`config.mk`:
```
export PLATFORM = sky130hd
export DESIGN_NAME = fb_page_ctrl
export DESIGN_NICKNAME = d
export VERILOG_FILES = /design/src/rtl/fb_page_ctrl.sv
export SDC_FILE = /design/constraint.sdc
export NUM_CORES = 1
export LEC_CHECK = 0
export ABC_AREA = 0
export BUFFER_PORTS_ARGS = -buffer_cell sky130_fd_sc_hd__buf_2
export CAP_MARGIN = 10
export CORE_AREA = 4 4 193 195
export DETAILED_ROUTE_END_ITERATION = 7
export DIE_AREA = 0 0 197 199
export GPL_TIMING_DRIVEN = 0
export PLACE_DENSITY = 0.77
export SLEW_MARGIN = 25
export SYNTH_ARGS = -nofsm -noshare
export SYNTH_HDL_FRONTEND = slang
export SYNTH_SLANG_ARGS = --single-unit
export TNS_END_PERCENT = 10
```
`constraint.sdc`:
```
create_clock -name clk_i -period 2.45 [get_ports clk_i]
set_input_delay 0.49 -clock clk_i [delete_from_list [all_inputs] [get_ports clk_i]]
set_output_delay 0.49 -clock clk_i [all_outputs]
set_load 0.05 [all_outputs]
```
`src/rtl/fb_page_ctrl.sv`:
```
// fb_page_ctrl: double-buffered 8x8 RGB frame memory for the LED matrix.
// The writer fills the back page, the scanner reads the front page, and swaps wait for frame_sync.
module fb_page_ctrl #(
    parameter int ROW_NUM       = 8,
    parameter int COL_NUM       = 8,
    parameter bit CLEAR_ON_SWAP = 1'b1
) (
    input  logic                 clk_i,
    input  logic                 rst_n_i,
    input  logic                 wr_valid_i,
    output logic                 wr_ready_o,
    input  logic [5:0]           wr_addr_i,
    input  logic [2:0]           wr_data_i,
    input  logic                 swap_req_i,
    output logic                 swap_busy_o,
    output logic                 swap_done_o,
    input  logic                 frame_sync_i,
    input  logic                 rd_en_i,
    input  logic [2:0]           rd_row_i,
    output logic [3*COL_NUM-1:0] rd_data_o,
    output logic                 front_sel_o
);

    localparam int PIX = ROW_NUM * COL_NUM;

    typedef enum logic [1:0] {
        INIT_CLR,
        WRITE,
        PENDING,
        CLR
    } state_t;

    state_t               state_q;
    state_t               state_d;
    logic [5:0]           clr_cnt_q;
    logic                 last_clr;
    logic                 clr_en;
    logic                 swap_go;
    logic                 back_sel;
    logic [2:0]           mem_q [2][PIX];
    logic [2:0]           pix;
    logic [3*COL_NUM-1:0] rd_word;

    assign last_clr = (clr_cnt_q == 6'(PIX - 1));
    assign back_sel = ~front_sel_o;

    // State register plus the small control registers that move with it
    always_ff @(posedge clk_i) begin
        if (!rst_n_i) begin
            state_q     <= INIT_CLR;
            clr_cnt_q   <= '0;
            front_sel_o <= 1'b0;
            swap_done_o <= 1'b0;
        end else begin
            state_q     <= state_d;
            clr_cnt_q   <= clr_en ? clr_cnt_q + 6'd1 : 6'd0;
            if (swap_go) begin
                front_sel_o <= ~front_sel_o;
            end
            swap_done_o <= (state_d == WRITE) &&
                           ((state_q == PENDING) || (state_q == CLR));
        end
    end

    always_comb begin
        state_d = state_q;
        unique case (state_q)
            INIT_CLR: if (last_clr) state_d = WRITE;
            WRITE:    if (swap_req_i) state_d = PENDING;
            PENDING: begin
                if (frame_sync_i) begin
                    state_d = CLEAR_ON_SWAP ? CLR : WRITE;
                end
            end
            CLR:      if (last_clr) state_d = WRITE;
            default:  state_d = INIT_CLR;
        endcase
    end

    always_comb begin
        wr_ready_o  = 1'b0;
        swap_busy_o = 1'b1;
        clr_en      = 1'b0;
        swap_go     = 1'b0;
        unique case (state_q)
            INIT_CLR: clr_en = 1'b1;
            WRITE: begin
                wr_ready_o  = 1'b1;
                swap_busy_o = 1'b0;
            end
            PENDING:  swap_go = frame_sync_i;
            CLR:      clr_en = 1'b1;
            default:  clr_en = 1'b0;
        endcase
    end

    // The back page is never the one being scanned, so writes and reads never collide
    always_ff @(posedge clk_i) begin
        if (rst_n_i) begin
            if (state_q == INIT_CLR) begin
                mem_q[0][clr_cnt_q] <= '0;
                mem_q[1][clr_cnt_q] <= '0;
            end else if (state_q == CLR) begin
                mem_q[back_sel][clr_cnt_q] <= '0;
            end else if (wr_ready_o && wr_valid_i) begin
                mem_q[back_sel][wr_addr_i] <= wr_data_i;
            end
        end
    end

    always_comb begin
        rd_word = '0;
        pix     = '0;
        for (int c = 0; c < COL_NUM; c++) begin
            pix                    = mem_q[front_sel_o][{rd_row_i, 3'(c)}];
            rd_word[c]             = pix[0];
            rd_word[COL_NUM+c]     = pix[1];
            rd_word[2*COL_NUM+c]   = pix[2];
        end
    end

    always_ff @(posedge clk_i) begin
        if (!rst_n_i) begin
            rd_data_o <= '0;
        end else if (rd_en_i) begin
            rd_data_o <= rd_word;
        end
    end

endmodule
```
**After elaboration in Yosys (flattened, before gate mapping)**

Memories as Yosys holds them, arrays and structs flattened. A register that Yosys moved wholly into a read port is not among the register bits.
Index checks and enable logic that the tools add are counted.
Widths: inputs -> output; s select.

- Output and inout port bits: 28
- Bits in writable memories: 384
- Memories: 1
- Input port bits: 18
- Logic and storage cells: 481
- Register bits after elaboration: 34

Memory list:

| memory | words | bits a word | rd ports | clocked after memory_dff | wr ports | RTL line | text |
|---|---|---|---|---|---|---|---|
| mem_q | 2 | 192 | 1 | 1 | 2 | 40 | `logic [2:0] mem_q [2][PIX];` |

- Multiplexer cells: 245
- Order comparisons: 12
- Reductions and logical operators: 9
- Equality and inequality tests: 5
- $add $sub $neg: 1
- Bitwise operators: 203

Operators by type and width:

| kind | count |
|---|---|
| $mux 192 | 5 |
| $mux 1 | 208 |
| $or 1x1->1 | 192 |
| $reduce_or 192->1 | 1 |
| $bmux 3 s6 | 8 |
| $ge 7x7->1 const B | 10 |
| $not 6->7 | 10 |
| $mux 3 | 18 |
| $demux 3 s6 | 2 |
| $lt 7x1->1 const B | 2 |
| $add 6x1->6 const B | 1 |
| $eq 6x6->1 const B | 1 |
| $mux 2 | 3 |
| $pmux 2 s3 | 1 |
| $eq 2x1->1 const B | 2 |
| $eq 2x2->1 const B | 2 |
| $logic_and 1x1->1 | 4 |
| $logic_not 2->1 | 1 |
| $reduce_and 2->1 | 1 |
| $reduce_or 2->1 | 1 |
| $logic_or 1x1->1 | 1 |
| $not 1->1 | 1 |

**Depth between registers and ports, before layout**

Gate-level depths: netlist of the first run.

- Word-level depth: 11
- Depth in mapped cells: 8
- Depth with buffers taken out: 7

**Worst setup path before layout of the first run**

OpenSTA, ideal clock, no wires.

- Kind: reg-to-reg
- From: register state_q[1]
- To: memory mem_q[1][186] (netlist bit), enable pin
- Path slack: -199 ps
- Stages on the path, launching flop included: 8
- Clock period less this slack: 2649 ps
- Data required time: 2112 ps
- Path buffers: 0
- Arrival: 2311 ps
- Setup time: 338 ps
- Cell sequence: dfxtp_1 -> inv_1 -> ha_1 -> nand4b_1 -> nor3b_1 -> nor3b_2 -> nand2_1 -> o221ai_1

RTL lines:

| element | RTL line | text |
|---|---|---|
| from (decl) | 33 | `state_t state_q;` |
| from (signal assigned) | 55 | `state_q <= state_d;` |
| to (decl) | 40 |  |

==> results.md, run 1 <==
* Status: finished with violations
* Failing checks: setup timing
* Gp weighted congestion at 1.08
* Crit path cell chain: clkbuf_2 -> nand2_1 -> buf_1 -> nor2_1
* Maximum VDD drop at just over 0.6 mV
* Post-synthesis mux area share at under 10%
* Vias at about 17000
* Share of cells above drive strength 1 at about a fifth
* EDFF count, synth at around 380
* Die width at just under 200 um
* Area growth, synth to finish at 22.1%
* Crit path buf inv count at 2
* Power Density at ~680 nW/um2
* RSZ-0062 raised after global routing: true
* Post-synthesis cell area at approximately 20000 um2
* CP Launch Type: register
* Synth cell types at 37
* I/O pin cnt at 46
* Largest family of logic cells by synthesized area: simple AND/OR/NAND/NOR gates
* Pleak at about 8.3 nW
* Post-synth ARST share at 0%
* Crit path kind: register to register
* Num CTS Buffers at 45
* Latest clock arrival within the worst-skew pair at between 500 and 600 ps
* GRT Util Overall at around two fifths
* Total chip power at 16.5 mW
* Clock-pin slew of the registers on the worst-case setup and hold paths at around 60 ps
* Antenna viol nets, final at 0
* Yosys reg bits at about 420
* Antenna violations before repair at 2
* Final setup vio count at 395
* Min-delay worst type: input port to register
* First-pass GRT wire length at 112000 um
* Net count, final at between 1500 and 2000
* Worst slew margin at approximately 3.6%
* Die ar. at 39200 um2
* # hold bufs at CTS at 0
* I/O Buffers at 40
* Final Hold Slack at 229 ps
* Top Family by Delay on Critical Path: buffers and inverters
* Final wirelength at 83000 um
* Total core area at between 30000 and 40000 um2
* Worst setup EP type: register
* HPWL Detailed at slightly below 60000 um
* H-tree Lvls at 2
* WL/cell at ~34 um
* Drt via density at around 7.0
* Req. time, crit path at roughly 2800 ps
* Vias in the first global route at roughly 16000
* Critical path's slowest cell: buf_1
* Largest net degree at the start of global routing at 14
* Synth Area in XOR/XNOR at less than 1%
* Reg-to-reg slack, setup at -200 ps
* Complex-gate fraction of the synthesized area at 8.82%
* 1st-pass router iterations at 7
* Setup Skew at between 20 and 30 ps
* CP max FO at 10
* Final setup margin at -199 ps
* Synth Area in Simple Gates at roughly 17%
* Clk sinks at around 420
* Number of DRC markers in iteration 0 at 2995
* CP Data Arrival Time at between 2000 and 3000 ps
* Max incr delay on CP at just under 800 ps
* Final period util at 108%
* Register area share after synthesis at around 61%
* CTS root buf: clkbuf_16
* Grt ovf at 0
* TritonCTS clock tree: yes
* Die height at 199 um
* Period minus WS final at about 2600 ps
* Syn. warnings at 0
* Slew @ Worst Pin at between 1000 and 1500 ps
* Fmax at between 0.3 and 0.4 GHz
* Fill cells at 2572
* Initial Util at a little under three fifths
* Post-Syn Area per Cell at 11.1 um2
* Pins Over Slew Limit at 0
* Cells after Synth at ~1800
* Row count at approximately 70
* MaxCap Viol Count at 0
* Synth Area in Adders at less than 1%
* Max Root-Sink Buffers at 3
* Final hold violations at 0
* Commonest register cell after synthesis: edfxtp_1
* DRC at 0
* Syn Nets at approximately 1800
where the power goes:
group | switching, mW | internal (mW)
clock | 2.84 | 3.75
sequential | 0.104 | 7.87
combinational | 1.54 | 0.433
per-layer routing:
layer  wire length, um  up-vias  GRT usage, %
met1             27800     8246          50.9
met2             33500     1656          56.6
met3             14500      422          19.9
met4              7190        2          26.8
met5                13        -             0
li1                  -     6907             -
synthesized netlist by cell type (2+ instances only):
cell type	instances	area (um2)
nor2_1	412	1550
edfxtp_1	384	11500
nand2_1	266	998
mux2i_1	192	1920
clkbuf_1	95	357
nand3_1	81	405
a22oi_1	72	541
o211ai_1	64	480
o221ai_1	64	561
dfxtp_1	35	701
buf_2	29	145
a21oi_1	26	130
and3b_1	9	78.8
and2_1	7	43.8
and3_1	7	43.8
buf_1	7	26.3
ha_1	7	87.6
nor3b_2	7	87.6
inv_1	5	18.8
and2_0	4	25.0
nor2b_1	4	25.0
nor3_1	3	15.0
nor3b_1	3	22.5
o21ai_0	3	15.0
nand2b_1	2	12.5
xnor2_1	2	17.5
xor2_1	2	17.5
worst paths after layout:
check,from,depth (start not counted),end
setup / recovery,front_sel_o,4,mem_q[0][188]
hold reg to reg,rd_data_o[0],2,rd_data_o[0]
setup reg to reg,front_sel_o,4,mem_q[0][188]
hold / removal,swap_req_i,3,state_q[0]
area by class of cell:
cell class	count	area, um2	area share (%)
Sequential cell	419	12200	50.3
Multi-Input combinational cell	1247	8590	35.3
Clock buffer	64	1250	5.14
Timing Repair Buffer	121	876	3.60
Buffer	130	638	2.62
Tap cell	461	577	2.37
Clock inverter	17	130	0.535
Inverter	5	18.8	0.0771
Antenna cell	3	7.51	0.0309
worst reg2reg max path, delay by kind of cell (launching register included):
kind          cells  cell delay (ps)
buf+inv           2             1120
simple gates      2              820
flops             1              420
registers in the layout (all words and copies together), names as in the netlist, named ones only:
name	count
front_sel_o	1
rd_data_o	24
mem_q	384
swap_done_o	1
clr_cnt_q	6
state_q	2
repair_timing:
| item | in CTS | in global routing |
|---|---|---|
| buffers inserted | 58 | 21 |
| hold endpoints to repair | 0 | 0 |
| setup endpoints to repair | 620 | 413 |
| pin swaps | 60 | 43 |
| resized for setup | 196 | 137 |
cells in the final DEF (no fill, tap or decap), types with 5 or more instances in the layout:
master and count:
a21oi_1 26, a22oi_1 70, and2_1 7, and3_1 6, and3b_1 7, buf_1 5, buf_12 6, buf_2 65
buf_4 72, buf_6 8, clkbuf_1 81, clkbuf_16 47, clkbuf_2 26, clkinv_1 7, clkinv_2 7, dfxtp_1 33
edfxtp_1 384, mux2i_1 192, nand2_1 193, nand2_2 42, nand2_4 24, nand2_8 7, nand3_1 77, nor2_1 394
nor2_2 6, nor2_4 12, nor3b_4 7, o211ai_1 64, o221ai_2 29, o221ai_4 35
metrics by stage:
stage	setup TNS (ps)	util (%)	std cells	setup slack, ps	instance area, um2
after floorplan	0	-	1802	0.273	19900
after global placement	-247440	58.5	2303	-1070	20700
after detailed placement	-274730	58.6	2304	-1160	20700
after CTS	-1210	66.2	2443	-81.9	23400
after global routing	-30520	68.7	2464	-215	24300
final	-25460	68.7	2467	-199	24300
kinds of logic after synthesis:
logic type                 count (synthesis)
xor gates and xnor gates                   4
AOI/OAI and AO/OA                        233
adders and majority gates                  7
and+or+nand+nor                          811
muxes                                    192
buffers and inverters                    136
DFF                                      419
(Power assumes the default switching activity.)
==> run 2, diff against run 1 <==
--- a/config.mk
+++ b/config.mk
@@ -8,9 +8,11 @@
 export ABC_AREA = 0
 export BUFFER_PORTS_ARGS = -buffer_cell sky130_fd_sc_hd__buf_2
 export CAP_MARGIN = 10
-export CORE_AREA = 4 4 193 195
+export CELL_PAD_IN_SITES_DETAIL_PLACEMENT = 1
+export CELL_PAD_IN_SITES_GLOBAL_PLACEMENT = 1
+export CORE_AREA = 4 4 214 216
 export DETAILED_ROUTE_END_ITERATION = 7
-export DIE_AREA = 0 0 197 199
+export DIE_AREA = 0 0 218 220
 export GPL_TIMING_DRIVEN = 0
 export PLACE_DENSITY = 0.77
 export SLEW_MARGIN = 25
==> constraint.sdc (replaced) <==
create_clock -name clk_i -period 2.45 [get_ports clk_i]
set_input_delay 0.245 -clock clk_i [delete_from_list [all_inputs] [get_ports clk_i]]
set_output_delay 0.245 -clock clk_i [all_outputs]
set_load 0.05 [all_outputs]
==> run 2 against run 1 <==
Against the previous run:
- the run ends with capacitance limit, slew limit, setup timing left
- cell count increased by 5.9%
- routed wire length is 11% higher
- clock skew fell by 11 ps
- worst hold slack lost 120 ps
- register-to-register slack worse by 30 ps
- via count is 2.5% higher
- fmax fell by 1.2%
- non-clock buffer count increased by 15
- first-iteration DRC count fell by 6.1%
- power increased by 3.9%
- sequential power is essentially flat
- critical path type unchanged
==> results.md, run 2 (synthesized netlist as in run 1, its figures left out) <==
* Status: finished with violations
* Failing checks: capacitance limit, slew limit, setup timing
* Max Root-Sink Buffers at 3 (unchanged)
* Share of cells above drive strength 1 at 21.8% (+0.71 points)
* Grt ovf at 0 (unchanged)
* Clock power frac at 41.7% (+1.8 points)
* Number of DRC markers in iteration 0 at 2812 (-6.1%)
* I/O Buffers at 40 (unchanged)
* Slew @ Worst Pin at 1520 ps (+82.5 ps)
* DRC at 0 (unchanged)
* Routed length on met2 at 38700 um (+16%)
* CP Launch Type: register
* Die ar. at 48000 um2 (+22%)
* WL/cell at 35.1 um (+4.5%)
* Hold Path End: state_q[0]
* CP Data Arrival Time at 3050 ps (+100 ps)
* H-tree Lvls at 2 (unchanged)
* Crit path kind: register to register
* Sw Pwr at 4.71 mW (+4.9%)
* TritonCTS clock tree: yes
* MaxCap Viol Count at 1 (+1)
* Total core area at 43900 um2 (+24%)
* Placed cell area at 20900 um2 (+0.83%)
* Clk sinks at 419 (unchanged)
* Initial Util at 45.4% (-11 points)
* Comb power frac at 11.9% (about the same)
* Fill cells at 4573 (+78%)
* First-pass GRT wire length at 124000 um (+11%)
* Met1 WL at 32100 um (+16%)
* Hold-critical path depth at 3 (unchanged)
* GRT Util Overall at 36.8% (-4.1 points)
* Row count at 77 (+12%)
* Latest clock arrival within the worst-skew pair at 600 ps (about the same)
* Placed insts at 2435 (+5.7%)
* Num CTS Buffers at 45 (unchanged)
* Most frequent cells in the layout: 394 x nor2_1, 384 x edfxtp_1, 194 x nand2_1
* Die width at 218 um (+11%)
* Min-delay worst type: input port to register
* Net count, final at 2009 (+0.75%)
* CTS root buf: clkbuf_16
* Seq pwr share at 46.4% (-1.8 points)
* DR WL met3 at 13900 um (-3.9%)
* Final hold violations at 0 (unchanged)
* Core Util, Final at 56.1% (-13 points)
* Antenna viol nets, final at 0 (unchanged)
* Worst setup EP type: register
* Clock-pin slew of the registers on the worst-case setup and hold paths at 60 ps (about the same)
* Most common cell after layout, fill and taps aside: nor2_1
* Vias at 17700 (+2.5%)
* P_int at 12.5 mW (+3.5%)
* Max FFs per register at 384 (unchanged)
* Hold Crit Start: frame_sync_i
* HPWL Detailed at 63600 um (+9.9%)
* Largest Register: mem_q
* Die height at 220 um (+11%)
* Drt via density at 6.76 (-3.2%)
* Fmax at 0.373 GHz (-1.2%)
* Critical R2R Capture: mem_q[0][9]
* Vias in the first global route at 17300 (+6.1%)
* Pleak at 8.51 nW (+2.3%)
* Final instance area at 24700 um2 (+1.4%)
* Power Density at 697 nW/um2 (+2.5%)
* I/O pin cnt at 46 (unchanged)
* RR Startpoint: front_sel_o
* Worst slew margin at -1.80% (-5.4 points)
* Largest net degree at the start of global routing at 14 (unchanged)
* 1st-pass router iterations at 6 (-1)
* Pins Over Slew Limit at 9 (+9)
* CP max FO at 10 (unchanged)
* Reg-to-reg slack, setup at -230 ps (-30 ps)
* RSZ-0062 raised after global routing: true
* Final setup vio count at 405 (+2.5%)
* Req. time, crit path at 2820 ps (+70 ps)
* Largest registers: mem_q (384), rd_data_o (24), clr_cnt_q (6)
* Final wirelength at 91800 um (+11%)
* Antenna violations before repair at 3 (+1)
* Top Metal Used: met4
* Final period util at 109% (+1.3 points)
* Area growth, synth to finish at 23.7%
* Final setup margin at -230 ps (-31.1 ps)
* R2R depth at 5 (+1)
* Sw Share at 27.4% (+0.26 points)
* Gp weighted congestion at 1.11 (+2.7%)
* Total chip power at 17.2 mW (+3.9%)
* Finished Layout Cells at 2613 (+5.9%)
* Setup Skew at 15.2 ps (-11.2 ps)
* Maximum VDD drop at 0.412 mV (-34%)
* Period minus WS final at 2680 ps (+31.1 ps)
==> run 2: changes by cell type in the layout (fill, tap and decap cells not counted), moves of 6 or more <==
cell / before / now
buf_4: 72 / 95
clkbuf_1: 81 / 72
buf_6: 8 / 2
nand2_2: 42 / 36
o221ai_2: 29 / 35
o221ai_4: 35 / 29
==> run 2: repair_timing <==
| action | 4_1_cts | 5_1_grt |
|---|---|---|
| gates resized for setup | 219 | 112 |
| setup endpoints to repair | 644 | 441 |
| buffers inserted | 64 | 31 |
| hold buffers | 1 | 0 |
| cloned | 0 | 0 |
| endpoints found under the hold margin | 1 | 0 |
| pin swaps | 70 | 49 |
==> run 2: metal layers <==
metal  vias up  global-route usage, %
li1       6958                      -
met1      8810                   45.8
met2      1528                   53.6
met3       372                   15.6
met4         0                   21.3
met5         -                      0
==> run 2: how the worst max path moves through the flow <==
stage	depth (start not counted)	to	start	slack (ps)
floorplan	7	mem_q[1][186]	state_q[1]	0.3
global placement	6	mem_q[0][119]	state_q[0]	-1210
detailed placement	7	mem_q[1][92]	state_q[1]	-970
CTS	7	mem_q[1][23]	state_q[0]	-50
global route	8	mem_q[0][18]	state_q[1]	-200
finish	5	mem_q[0][9]	front_sel_o	-230
==> run 2: stage by stage <==
stage / hold WS (ps) / setup TNS (ps) / worst slack, ps
finish: 106 / -32880 / -230
global route: 112 / -24360 / -203
CTS: 99.2 / -309 / -45.7
detailed placement: 436 / -269560 / -973
global placement: 430 / -253450 / -1210
floorplan: 451 / 0 / 0.273
==> run 2: layout make-up <==
| cell class | instances | area, um2 | area share, % |
|---|---|---|---|
| flip-flops and latches | 419 | 12200 | 49.6 |
| multi-input cells | 1247 | 8550 | 34.7 |
| clock buffers | 63 | 1350 | 5.47 |
| repair buffers | 138 | 963 | 3.91 |
| well taps | 592 | 741 | 3.00 |
| plain buffers | 128 | 626 | 2.54 |
| clock inverters | 20 | 173 | 0.700 |
| inverters | 5 | 21.3 | 0.0863 |
| diodes | 1 | 2.50 | 0.0101 |
==> run 2: power groups by stage <==
stage / Clock [mW] / Combinational, mW / Sequential (mW)
finish: 7.17 / 2.05 / 7.98
CTS: 7.09 / 1.80 / 7.96
floorplan: 0 / 0.823 / 8.22
detailed placement: 0 / 1.66 / 8.11
global route: 7.43 / 2.05 / 7.99
global placement: 0 / 1.62 / 8.10
==> run 2: critical path, cell delays in order, from the launching register on <==
cell      delay [ps]
dfxtp_1          400
inv_1            170
clkbuf_1         520
clkbuf_1         880
o211ai_1         260
buf_4            210
